File: src/rtl/ucsbece154b_perfmon.sv
// Branch/jump performance monitor: six live event counters plus a snapshot/shadow read port.
// Build option: define PERFMON_SATURATE_EN to make counters stick at all-ones instead of wrapping.
module ucsbece154b_perfmon (
    input  logic        clk,
    input  logic        reset,
    input  logic        BranchTakenF_i,
    input  logic        StallD_i,
    input  logic        FlushD_i,
    input  logic        FlushE_i,
    input  logic        ValidE_i,
    input  logic [6:0]  opE_i,
    input  logic        MispredictE_i,
    input  logic        freeze_i,
    input  logic        clear_i,
    input  logic        snap_req_i,
    output logic        snap_valid_o,
    input  logic        snap_ack_i,
    input  logic [2:0]  sel_i,
    output logic [31:0] data_o
);

    // state  | meaning
    // IDLE   | no snapshot held, waiting for snap_req_i
    // HELD   | shadow registers frozen and valid, waiting for snap_ack_i
    typedef enum logic {S_IDLE, S_HELD} state_t;

    localparam logic [6:0] OP_BRANCH = 7'b1100011;
    localparam logic [6:0] OP_JAL    = 7'b1101111;
    localparam logic [6:0] OP_JALR   = 7'b1100111;

    state_t            state_q, state_d;
    logic [5:0][31:0]  cnt_q, cnt_d;
    logic [5:0][31:0]  shadow_q, shadow_d;
    logic              pred_d_q, pred_d_d;
    logic              pred_e_q, pred_e_d;
    logic [5:0]        inc;
    logic              is_br, is_jmp;

    function automatic logic [31:0] bump(input logic [31:0] v);
`ifdef PERFMON_SATURATE_EN
        return (v == 32'hFFFF_FFFF) ? v : v + 32'd1;
`else
        return v + 32'd1;
`endif
    endfunction

    always_comb begin
        pred_d_d = pred_d_q;
        if (!StallD_i) pred_d_d = FlushD_i ? 1'b0 : BranchTakenF_i;
        pred_e_d = FlushE_i ? 1'b0 : pred_d_q;
    end

    // Index order matches the sel_i read map: CYC, INST, BR, BRMISS, JMP, JMPMISS
    always_comb begin
        is_br  = ValidE_i && (opE_i == OP_BRANCH);
        is_jmp = ValidE_i && ((opE_i == OP_JAL) || (opE_i == OP_JALR));
        inc[0] = 1'b1;
        inc[1] = ValidE_i;
        inc[2] = is_br;
        inc[3] = is_br && MispredictE_i;
        inc[4] = is_jmp;
        inc[5] = is_jmp && !pred_e_q;
    end

    always_comb begin
        cnt_d = cnt_q;
        if (clear_i) begin
            cnt_d = '0;
        end else if (!freeze_i) begin
            for (int i = 0; i < 6; i++) begin
                if (inc[i]) cnt_d[i] = bump(cnt_q[i]);
            end
        end
    end

    // Shadow captures the pre-update live values so a snapshot is a clean cut of one cycle
    always_comb begin
        state_d  = state_q;
        shadow_d = shadow_q;
        case (state_q)
            S_IDLE: begin
                if (snap_req_i) begin
                    shadow_d = cnt_q;
                    state_d  = S_HELD;
                end
            end
            S_HELD: begin
                if (snap_ack_i) state_d = S_IDLE;
            end
            default: state_d = S_IDLE;
        endcase
    end

    always_ff @(posedge clk) begin
        if (!reset) begin
            state_q  <= S_IDLE;
            cnt_q    <= '0;
            shadow_q <= '0;
            pred_d_q <= 1'b0;
            pred_e_q <= 1'b0;
        end else begin
            state_q  <= state_d;
            cnt_q    <= cnt_d;
            shadow_q <= shadow_d;
            pred_d_q <= pred_d_d;
            pred_e_q <= pred_e_d;
        end
    end

    assign snap_valid_o = (state_q == S_HELD);

    always_comb begin
        data_o = 32'd0;
        case (sel_i)
            3'd0: data_o = shadow_q[0];
            3'd1: data_o = shadow_q[1];
            3'd2: data_o = shadow_q[2];
            3'd3: data_o = shadow_q[3];
            3'd4: data_o = shadow_q[4];
            3'd5: data_o = shadow_q[5];
            default: data_o = 32'd0;
        endcase
    end

endmodule

File: config.mk
export PLATFORM = sky130hd
export DESIGN_NAME = ucsbece154b_perfmon
export DESIGN_NICKNAME = d
export VERILOG_FILES = /design/src/rtl/ucsbece154b_perfmon.sv
export SDC_FILE = /design/constraint.sdc
export NUM_CORES = 1
export LEC_CHECK = 0
export BUFFER_PORTS_ARGS = -buffer_cell sky130_fd_sc_hd__buf_4
export CAP_MARGIN = 20
export CORE_ASPECT_RATIO = 2
export CORE_UTILIZATION = 50
export CTS_BUF_LIST = sky130_fd_sc_hd__clkbuf_8
export CTS_CLUSTER_DIAMETER = 60
export DETAILED_ROUTE_END_ITERATION = 8
export PLACE_DENSITY = 0.67
export SKIP_LAST_GASP = 1
export SYNTH_ARGS = -nofsm -noshare
export SYNTH_HDL_FRONTEND = slang
export SYNTH_SLANG_ARGS = --single-unit
File: constraint.sdc
create_clock -name clk -period 2.93 [get_ports clk]
set_clock_uncertainty 0.2 [all_clocks]
set_input_delay 0.586 -clock clk [delete_from_list [all_inputs] [get_ports clk]]
set_output_delay 0.586 -clock clk [all_outputs]
set_load 0.05 [all_outputs]
==> impl_results.md <==
- Post-synthesis async set-or-reset flop share: 0%
- GRT Resource Usage Total: 32.51%
- Grt ovf: 0
- Critical path's most frequent cell: buf_4
- R2R cell count: 5
- DR top layer: met4
- CP peak stage delay: 380 ps
- Buffers on Ports: 54
- Top-level I/O count: 55
- Core Rows: 96
- Final worst-path cycle share: 88.92%
- WL met2: 28.86 mm
- Slowest stage cell, crit path: a22oi_1
- Sinks on Clock Net: 387
- DP HPWL: 41.97 mm
- Hold depth: 3
- Yosys reg bits: 387
- Period minus WS final: 2605 ps
- Sw power: 2.448 mW
- Initial Util: 51.13%
- Worst slew margin: 40.32%
- Cells along the critical path: buf_4, nor3b_2, buf_12, a22oi_1, nand3_1, buf_4
- Synthesis Warnings: 0
- Arr. time, crit path: 1820 ps
- Initial antenna violation count: 2
- Synth cell types: 52
- Fill count: 3,178
- WHS: 33.39 ps
- Core area: 0.03447 sq mm
- DRT Wirelength: 58.37 mm
- Fin. max-slew vios: 0
- Mean post-synth cell area: 8.290 sq um
- Ratio of cells with drive above 1 in the final layout: 9.471%
- EDFF count, synth: 0
- Final-report setup violation count: 0
- Clk buf depth: 3
- Sum Neg Setup Slack: 0 ps
- Seq pwr share: 52.5%
- Required @ worst endpoint: 2140 ps
- Worst-path maximum fanout: 32
- TritonCTS Buffers: 56
- Power share of the clock group: 42.9%
- Synth top area share: 43.96%
- Vias per inst: 6.275
- Clk_lat worst skew: 630 ps
- Combinational Power Share: 4.7%
- Worst-path clk slew: 60 ps
- Mapped Cells: 2,126
- DIE AREA: 0.03605 sq mm
- Routed wl met3: 3.149 mm
- Routed Antenna Nets: 0
- Die Ht: 267.5 um
- Die width: 134.8 um
- Via count: 16,420
- GPL Wtd Cong: 0.9340
- Post-route DRC: 0
- Status: completed
- First-pass iteration count of the detailed router: 5
- RSZ-0062 raised after global routing: no
- Power Density: 508.1 mW/mm^2
- Lkg Pwr: 6.106 nW
- Post-synth top flop: dfxtp_1
- Layout Utilization: 57.35%
- Crit. End Element: output pin
- Vias in the first global route: 15,550
- Routed met1 length: 21.54 mm
- Area leader, netlist: dfxtp_1
- First-pass GRT wire length: 89.44 mm
- Peak VDD IR: 0.3927 mV
- Reg area: 0.007747 sq mm
- CTS tree: yes
- Switching portion of total power: 24.37%
- Largest net degree at the start of global routing: 196
- Area of the multi-input gates: 0.009213 sq mm
- Internal power: 7.597 mW
- Post_cts resized: 0
- Leading cell type in the layout, fill and taps excluded: nand2_1
- Total of max-cap violations: 0
- CTS root buffer: clkbuf_8
- Register area share after synthesis: 43.96%
- Ranking of synthesized cells by area: dfxtp_1, nand2_1, a21boi_0
- Syn nets: 2,154
- Wire length per cell: 22.30 um
- WS Path Type: input pin to output pin
- Hold Violations, Final: 0
- Min-Delay Path Class: input pin to register
- Synthesized area: 0.01762 sq mm
- Post-CTS Setup Bufs: 0
- Worst setup SP type: input pin
- Initial DRC count: 1,328
- Slew at the pin closest to its max-slew limit: 895.1 ps
- Max Fclk: 383.8 MHz
- H-tree depth: 2
- Area grow syn2layout: 12.17%
- Commonest cells after routing, fill and taps aside: nand2_1, dfxtp_1, a21boi_0, a21oi_1, nand3_1
- Fin nets: 2,169
[final cells by class]
type,instances,share of cell area (%)
tap,441,2.791
antenna,1,0.01266
multi-input combinational,1560,46.60
inverter,20,0.3797
clock buffer,69,4.804
clock inverter,23,0.6519
sequential,387,39.19
timing repair buffer,116,5.570
[path summary, 6_finish.rpt]
path | from | to | slack [ps]
worst min-delay path | StallD_i | pred_d_q$_SDFFE_PN0N_ | 30
worst max-delay path | sel_i[1] | data_o[5] | 320
worst min register to register | pred_d_q$_SDFFE_PN0N_ | pred_e_q$_SDFF_PP0_ | 240
worst max register to register | cnt_q[35]$_SDFFE_PP0P_ | cnt_q[45]$_SDFFE_PP0P_ | 490
[cell usage after synthesis (4+ instances only)]
cell type,count
and3b_1,4
a21boi_0,192
nand4_1,65
buf_6,4
and3_1,11
clkbuf_1,139
a22oi_1,96
and2_1,15
nand2_1,461
buf_2,4
ha_1,6
o31ai_1,79
nor2_1,49
nor3b_1,7
xor2_1,23
inv_1,20
or3_1,39
nor4_1,29
or4_1,84
buf_1,10
nand2b_1,24
dfxtp_1,387
and4_1,30
nor3_1,4
nor2b_1,5
mux2i_1,27
xnor2_1,16
nand3_1,99
o21a_1,5
and4b_1,6
a21oi_1,120
o21ai_0,39
[logic make-up after synthesis]
| logic type | count (synthesis) | share of synthesized area [%] |
|---|---|---|
| xor+xnor | 39 | 1.938 |
| mux | 27 | 1.533 |
| buf+inv | 179 | 4.054 |
| compound gates | 541 | 20.85 |
| flops | 387 | 43.96 |
| fa+ha+maj | 6 | 0.4259 |
| simple gates | 947 | 27.24 |
[stage by stage]
stage	worst slack (ps)	total power [mW]	std cells	instance area, sq um
CTS	348.6	10.10	2616	19770
floorplan	332.9	5.648	2126	17620
global route	289.2	10.35	2617	19770
detailed placement	261.9	5.849	2522	18670
global placement	308.3	5.844	2522	18670
finish	324.5	10.05	2617	19770
[sequential cells by signal, indices dropped and copies added (netlist names)]
name and cells:
cnt_q 192, pred_d_q 1, pred_e_q 1, shadow_q 192, snap_valid_o 1
[power groups by stage]
stage | logic (mW) | clock network [mW] | registers [mW]
2_1_floorplan | 0.259 | 0 | 5.39
3_3_place_gp | 0.457 | 0 | 5.39
3_5_place_dp | 0.462 | 0 | 5.39
4_1_cts | 0.464 | 4.37 | 5.27
5_1_grt | 0.491 | 4.59 | 5.27
6_report | 0.469 | 4.31 | 5.27
[timing repair]
| item | 4_1_cts | 5_1_grt |
|---|---|---|
| hold endpoints to repair | 2 | 0 |
| hold buffers | 2 | 0 |
| endpoints found under the setup margin | 0 | 0 |
[worst max-delay path: cells and delay by family]
family | cells | cell delay (ps)
compound gates | 1 | 380
buf+inv | 3 | 530
simple gates | 2 | 320
[layer usage]
metal / GRT usage (%) / vias up
li1: - / 7719
met3: 4.656 / 186
met1: 35.57 / 7922
met4: 24.45 / 0
met5: 0 / -
met2: 56.31 / 594
Note: power is estimated with default switching activity, not from simulation.
